### src/rtl/rr_mux_arbiter.sv
// Round-robin arbiter that shares one 4:1 mux between requesters A-D and
// presents the winning word on a registered valid/ready channel.
module rr_mux_arbiter #(
   parameter int unsigned WIDTH = 4
) (
   input  logic             clk,
   input  logic             reset,
   input  logic [3:0]       req,
   input  logic [WIDTH-1:0] A,
   input  logic [WIDTH-1:0] B,
   input  logic [WIDTH-1:0] C,
   input  logic [WIDTH-1:0] D,
   output logic [3:0]       ack,
   output logic [3:0]       grant,
   output logic [1:0]       select,
   output logic [WIDTH-1:0] out_data,
   output logic             out_valid,
   input  logic             out_ready
);

   typedef enum logic [0:0] {StIdle, StBusy} state_e;

   state_e           r_state;
   logic [1:0]       r_ptr;
   logic [3:0]       r_grant;
   logic [1:0]       r_select;
   logic [WIDTH-1:0] r_data;
   logic             r_valid;

   logic             w_found;
   logic [1:0]       w_win;
   logic [1:0]       w_idx;
   logic [WIDTH-1:0] w_mux;
   logic             w_xfer;

   // Scan req starting at the pointer; the first set bit wins.
   always_comb begin
      w_found = 1'b0;
      w_win   = r_ptr;
      w_idx   = r_ptr;
      for (int k = 0; k < 4; k++) begin
         w_idx = r_ptr + 2'(k);
         if (!w_found && req[w_idx]) begin
            w_found = 1'b1;
            w_win   = w_idx;
         end
      end
   end

   always_comb begin
      w_mux = A;
      unique case (w_win)
         2'd0: w_mux = A;
         2'd1: w_mux = B;
         2'd2: w_mux = C;
         2'd3: w_mux = D;
      endcase
   end

   assign w_xfer = r_valid & out_ready;

   always_ff @(posedge clk) begin
      if (reset) begin
         r_state  <= StIdle;
         r_ptr    <= 2'd0;
         r_grant  <= 4'd0;
         r_select <= 2'd0;
         r_data   <= '0;
         r_valid  <= 1'b0;
      end else begin
         case (r_state)
            StIdle: begin
               if (w_found) begin
                  r_select <= w_win;
                  r_grant  <= 4'b0001 << w_win;
                  r_data   <= w_mux;
                  r_valid  <= 1'b1;
                  r_state  <= StBusy;
               end
            end
            StBusy: begin
               if (w_xfer) begin
                  r_ptr   <= r_select + 2'd1;
                  r_grant <= 4'd0;
                  r_valid <= 1'b0;
                  r_state <= StIdle;
               end
            end
            default: r_state <= StIdle;
         endcase
      end
   end

   // Ack follows the grant only during the transfer cycle.
   assign ack       = w_xfer ? r_grant : 4'd0;
   assign grant     = r_grant;
   assign select    = r_select;
   assign out_data  = r_data;
   assign out_valid = r_valid;

endmodule

### config.mk
export PLATFORM = sky130hd
export DESIGN_NAME = rr_mux_arbiter
export DESIGN_NICKNAME = d
export VERILOG_FILES = /design/src/rtl/rr_mux_arbiter.sv
export SDC_FILE = /design/constraint.sdc
export NUM_CORES = 1
export LEC_CHECK = 0
export ABC_CLOCK_PERIOD_IN_PS = 1850
export BUFFER_PORTS_ARGS = -buffer_cell sky130_fd_sc_hd__buf_2
export CAP_MARGIN = 40
export CORE_MARGIN = 8
export CORE_UTILIZATION = 35
export DETAILED_ROUTE_END_ITERATION = 10
export PLACE_DENSITY = 0.62
export SYNTH_ARGS = -nofsm -noshare
export SYNTH_HDL_FRONTEND = slang
export SYNTH_SLANG_ARGS = --single-unit
### constraint.sdc
create_clock -name clk -period 1.85 [get_ports clk]
set_input_delay 0.2775 -clock clk [delete_from_list [all_inputs] [get_ports clk]]
set_output_delay 0.2775 -clock clk [all_outputs]
set_load 0.005 [all_outputs]
==> flow_metrics.tcl, run 1 <==
set metrics [dict create \
    start_util_pct 35.6 \
    clk_latency_ns 0.28 \
    ys_seq_area_share_pct 32.9 \
    power.density_nw_per_um2 652 \
    dp_hpwl_mm 2.01 \
    grt_max_degree 15 \
    cts_buffer_depth 2 \
    antenna_cells 0 \
    cts_tree "done" \
    drtIter0Drc 52 \
    io_buffers 37 \
    gp_congestion 0.881 \
    final_max_slew_viol_count 0 \
    cp.required_ns 2.03 \
    die_w_um 65.3 \
    fin_nets 175 \
    start_kind "flip-flop" \
    htreeDepth 1 \
    post_cts_buffers 0 \
    outcome "finished, final reports clean" \
    cp.arrival_ns 1.94 \
    endpoint_kind "flip-flop" \
    maxSlewHeadroom_pct 77.7 \
    dieArea_sq_um 4260 \
    cts_buffers 3 \
    hold_viol_final 0 \
    cts-root-buf "clkbuf_4" \
    coreArea_sq_um 2390 \
    synth_ff_type "dfxtp_1" \
    antenna_found_initial 0 \
    grt_pass1_vias 926 \
    yosysWarnings 0 \
    cts_hold_buf 0 \
    fin_util_pct 46.6 \
    synthArstFlopShare_pct 0 \
    dieHeight_um 65.3 \
    finalCritPeriodShare_pct 95.2 \
    p_leak_nw 0.545 \
    cts_resized 0 \
    synthDistinctLibCells 39 \
    skew_ns 0.000956 \
    holdCritPathClass "in -> reg" \
    drive_gt1_share_pct 33.1 \
    setup_viol 0 \
    antenna_left 0 \
    areaGrowthSynthToFinish_pct 30.9 \
    fin_setup_tns_ns 0 \
    clk_pin_slew_worst_paths_ns 0.09 \
    synthesis.area_sq_um 851 \
    grt.overflow.total 0 \
    grt_pass1_wl_mm 4.09 \
    syn_avg_cell_area_sq_um 7.67 \
    synthesis.nets 134 \
    drv.max_cap_violation_count 0 \
    syn_inst 111 \
    num_vias 944 \
    fin_crit_ns 1.76 \
    via_per_inst 5.22 \
    hold_path.startpoint "D[0]" \
    wl_per_cell_um 13.7 \
    rows 18 \
    rsz0062_at_grt "false" \
    synth_seq_cells 14 \
    drt_wl_total_mm 2.48 \
    vdd_drop_max_mv 0.525 \
    worstReg2RegStart "r_ptr[0]" \
    grt_use_total_pct 11.8 \
    cts.sinks 14 \
    io_pins 38 \
    synth_edf_count 0 \
    path_class "reg -> reg" \
    cp-startpoint "r_ptr[0]" \
    fill_cells 272 \
    tightest_slew_ns 0.333 \
    max_clock_freq_mhz 568 \
    drc 0 \
    cp_max_fo 7 \
    firstDrtPassIters 4 \
]
-- registers in the layout, summed over array words and instances (netlist names) --
signal     cells
grant          4
out_data       4
r_ptr          2
select         2
out_valid      1
r_state        1
-- worst max-delay path: stages (launching register included) --
cell and delay, ns:
dfxtp_1 0.47, nor2b_1 0.11, o21bai_1 0.32, and3_1 0.35, o221ai_1 0.17, a32o_1 0.24
-- cell type report --
| cell class | count | area (sq um) | area share (%) |
|---|---|---|---|
| flip-flops and latches | 14 | 280 | 25.2 |
| repair buffers | 41 | 215 | 19.3 |
| inverters | 3 | 11.3 | 1.01 |
| clock buffers | 4 | 36.3 | 3.26 |
| multi-input cells | 89 | 533 | 47.9 |
| well taps | 30 | 37.5 | 3.37 |
-- cells in the mapped netlist, types with 3 or more instances --
| master | number | area (sq um) |
|---|---|---|
| nand3_1 | 9 | 45.0 |
| inv_1 | 3 | 11.3 |
| nor2_1 | 6 | 22.5 |
| nor3_1 | 5 | 25.0 |
| dfxtp_1 | 14 | 280 |
| a21oi_1 | 9 | 45.0 |
| nor2b_1 | 4 | 25.0 |
| and3_1 | 6 | 37.5 |
| o221ai_1 | 4 | 35.0 |
| or3_1 | 3 | 18.8 |
| nand2_1 | 13 | 48.8 |
-- metal layers --
metal / global-route usage [%] / vias to the layer above / part of all wire (%)
li1: - / 487 / -
met4: 3.27 / 0 / 0.60
met3: 5.10 / 2 / 6.0
met5: 0 / - / 0
met1: 12.3 / 434 / 42
met2: 21.0 / 21 / 51
-- cell families after synthesis --
group / Yosys count / share of synthesized area [%]
xor+xnor: 1 / 1.03
flops: 14 / 32.9
mux: 2 / 2.35
simple gates: 61 / 38.7
buf+inv: 8 / 5.15
compound gates: 25 / 19.9
-- power by group --
group	switching, mW	internal, mW	total (mW)
Clock	0.101	0.120	0.220
Combinational	0.0870	0.0785	0.166
Sequential	0.0179	0.322	0.340
-- layout by cell type (no fill, tap or decap), types with 2 or more instances in the layout --
| cell type | netlist | routed |
|---|---|---|
| nor2b_1 | 4 | 4 |
| inv_1 | 3 | 3 |
| nor2_1 | 6 | 6 |
| mux2i_1 | 2 | 2 |
| nor3_1 | 5 | 5 |
| nand3b_1 | 2 | 2 |
| o221ai_1 | 4 | 4 |
| dfxtp_1 | 14 | 14 |
| buf_4 | 1 | 4 |
| buf_2 | 2 | 37 |
| or3_1 | 3 | 3 |
| nand2_1 | 13 | 13 |
| nor2b_2 | 2 | 2 |
| o21ai_0 | 2 | 2 |
| a21oi_1 | 9 | 9 |
| clkbuf_4 | 0 | 3 |
| nand3_1 | 9 | 9 |
| nand2b_1 | 2 | 2 |
| and3_1 | 6 | 6 |
-- through the flow --
stage	worst slack, ns	total power [mW]	hold WS [ns]	cells	area [sq um]
floorplan	0.191	0.438	0.349	111	851
global placement	0.141	0.507	0.463	177	1070
detailed placement	0.0855	0.511	0.461	177	1070
CTS	0.129	0.736	0.285	181	1110
global route	0.0341	0.775	0.284	181	1110
finish	0.0897	0.726	0.287	181	1110
-- final timing paths --
check | to | slack, ns | depth (start not counted)
max | out_data[3] | 0.09 | 5
min | out_data[0] | 0.29 | 3
max reg2reg | out_data[3] | 0.09 | 5
min reg2reg | grant[1] | 0.48 | 2
No activity file was read; power rests on OpenSTA's default activity.
==> run 2: changes to the inputs <==
--- a/config.mk
+++ b/config.mk
@@ -5,13 +5,14 @@
 export SDC_FILE = /design/constraint.sdc
 export NUM_CORES = 1
 export LEC_CHECK = 0
+export ABC_AREA = 1
 export ABC_CLOCK_PERIOD_IN_PS = 1850
 export BUFFER_PORTS_ARGS = -buffer_cell sky130_fd_sc_hd__buf_2
 export CAP_MARGIN = 40
 export CORE_MARGIN = 8
 export CORE_UTILIZATION = 35
 export DETAILED_ROUTE_END_ITERATION = 10
-export PLACE_DENSITY = 0.62
+export PLACE_DENSITY = 0.59
 export SYNTH_ARGS = -nofsm -noshare
 export SYNTH_HDL_FRONTEND = slang
 export SYNTH_SLANG_ARGS = --single-unit
==> run 2 against run 1 <==
  * Worst hold slack improved by 0.0071 ns
  * Highest routed layer unchanged
  * Combinational power rose to 3.0 times the previous value
  * Die area rose by 26%
  * Largest power group is now combinational cells
  * Critical path depth rose by 10
==> flow_metrics.tcl, run 2 <==
set metrics [dict create \
    antenna_left 0 \
    areaGrowthSynthToFinish_pct 37.9 \
    dpl_cell_area_sq_um 1440 \
    final_max_slew_viol_count 0 \
    outcome "finished, final reports clean" \
    coreArea_sq_um 3080 \
    drc 0 \
    endpoint_kind "flip-flop" \
    synth_ff_type "dfxtp_1" \
    synth_seq_cells 14 \
    synthTopCellsByCount "71 x nand2_1, 22 x inv_1, 15 x nand3_1, 14 x dfxtp_1, 10 x nand2_2" \
    gp_congestion 0.830 \
    skew_ns 0.00593 \
    cts_buffers 3 \
    power.density_nw_per_um2 655 \
    p_leak_nw 0.838 \
    synth_top_area_share_pct 24.5 \
    cts.sinks 14 \
    drive_gt1_share_pct 45.0 \
    start_kind "flip-flop" \
    fin_util_pct 51.2 \
    cts_tree "done" \
    layout_commonest_cell "nand2_1" \
    antenna_cells 0 \
    syn_inst 186 \
    io_pins 38 \
    synthesis.area_sq_um 1140 \
    cts-root-buf "clkbuf_4" \
    clk_latency_ns 0.28 \
    hold_viol_final 0 \
    vdd_drop_max_mv 0.455 \
    yosysWarnings 0 \
    drt_wl_total_mm 3.07 \
    wl_per_cell_um 10.9 \
    finalCritPeriodShare_pct 99.7 \
    num_vias 1266 \
    grt_pass1_vias 1121 \
    fin_nets 263 \
    fin_crit_ns 1.84 \
    setup_viol 0 \
    synthArstFlopShare_pct 0 \
    tightest_slew_ns 0.375 \
    dieHeight_um 73.2 \
    synthDistinctLibCells 27 \
    firstDrtPassIters 4 \
    synthesis.nets 209 \
    synth.most_common_cell "nand2_1" \
    htreeDepth 1 \
    drtIter0Drc 46 \
    cts_hold_buf 0 \
    grt_use_total_pct 11.0 \
    fin_area_sq_um 1580 \
    fill_cells 344 \
    cts_buffer_depth 2 \
    maxSlewHeadroom_pct 74.9 \
    multi_input_area_sq_um 762 \
    path_class "reg -> reg" \
    start_util_pct 37.2 \
    die_w_um 73.2 \
    cp.arrival_ns 2.07 \
    holdCritPathClass "in -> reg" \
    synth_top_area_cell "dfxtp_1" \
    grt_max_degree 12 \
    synth.area.top_cells "dfxtp_1 25%, nand2_1 23%, inv_1 7.2%" \
    rsz0062_at_grt "true" \
    cp_max_fo 11 \
    io_buffers 37 \
    dp_hpwl_mm 2.28 \
    max_clock_freq_mhz 542 \
    rows 20 \
    cp.required_ns 2.07 \
    synth_edf_count 0 \
    ys_seq_area_share_pct 24.5 \
    clk_pin_slew_worst_paths_ns 0.08 \
    dieArea_sq_um 5350 \
    drv.max_cap_violation_count 0 \
    grt_pass1_wl_mm 4.81 \
    syn_avg_cell_area_sq_um 6.15 \
    antenna_found_initial 0 \
    seq_area_sq_um 288 \
    via_per_inst 4.49 \
    mostFrequentLayoutCells "61 x nand2_1, 37 x buf_2, 21 x inv_1" \
    grt.overflow.total 0 \
]
-- run 2: cell types whose count changed after synthesis, moves of 4 or more --
cell / before / now
a21oi_2: 0 / 4
and3_1: 6 / 0
inv_1: 3 / 22
inv_2: 0 / 4
nand2_1: 13 / 71
nand2_2: 0 / 10
nand3_1: 9 / 15
nand4_1: 0 / 5
nor2b_1: 4 / 0
nor3_1: 5 / 0
o221ai_1: 4 / 0
-- run 2: stage by stage --
step	hold slack, ns	power, mW	worst slack [ns]	cells	TNS (ns)
floorplan	0.472	0.681	0.112	186	0
global placement	0.471	0.819	-0.113	275	-0.403
detailed placement	0.466	0.819	-0.0827	275	-0.351
CTS	0.300	0.991	0.000106	278	0
global route	0.304	1.12	-0.116	282	-0.562
finish	0.294	1.03	0.00572	282	0
-- run 2: cell type report --
class                   count  share of cell area (%)
clock buffers               3                    1.43
inverters                  28                    7.46
multi-input cells         138                    48.3
flip-flops and latches     14                    18.3
well taps                  44                    3.49
repair buffers             55                    21.0
-- run 2: critical path, cell delays in order, from the launching register on --
cell and delay [ns]:
dfxtp_4 0.41, inv_8 0.06, nand2_2 0.09, nand2_4 0.08, nand2_4 0.09, nand2_4 0.06, nor2_4 0.14, nand3_1 0.09
nand2_2 0.13, nand2_4 0.09, buf_6 0.14, inv_4 0.08, nand3_1 0.08, nand2_1 0.09, nand2_2 0.05, a21oi_2 0.12
-- run 2: final timing paths --
kind	from	endpoint	slack (ns)	cells past startpoint
setup / recovery	r_ptr[0]	out_data[0]	0.006	15
hold / removal	reset	out_data[3]	0.29	2
hold reg to reg	out_data[0]	out_data[0]	0.48	2
setup reg to reg	r_ptr[0]	out_data[0]	0.006	15
-- run 2: cells by family after synthesis --
| logic type | share of synthesized area (%) |
|---|---|
| flops | 24.5 |
| buf+inv | 14.7 |
| simple gates | 47.9 |
| xor+xnor | 0.766 |
| compound gates | 12.1 |
-- run 2: timing repair --
| action | 4_1_cts | 5_1_grt |
|---|---|---|
| endpoints found under the hold margin | 0 | 0 |
| cloned | 0 | 2 |
| pin swaps | 1 | 15 |
| setup endpoints to repair | 6 | 10 |
| setup buffers | 0 | 2 |
| resized for setup | 6 | 24 |
-- run 2: power by group --
group,leakage [nW],internal [mW],switching (mW)
Clock,0.0138,0.0756,0.0932
Combinational,0.707,0.218,0.283
Sequential,0.117,0.336,0.0267
Total,0.838,0.629,0.403
-- run 2: metal layers --
layer  part of all wire, %  wire (um)  global-route usage, %
met3                   5.0        153                   3.43
met4                  0.62         19                   2.67
met5                     0          0                      0
met1                    49       1490                   14.1
met2                    46       1410                   17.1
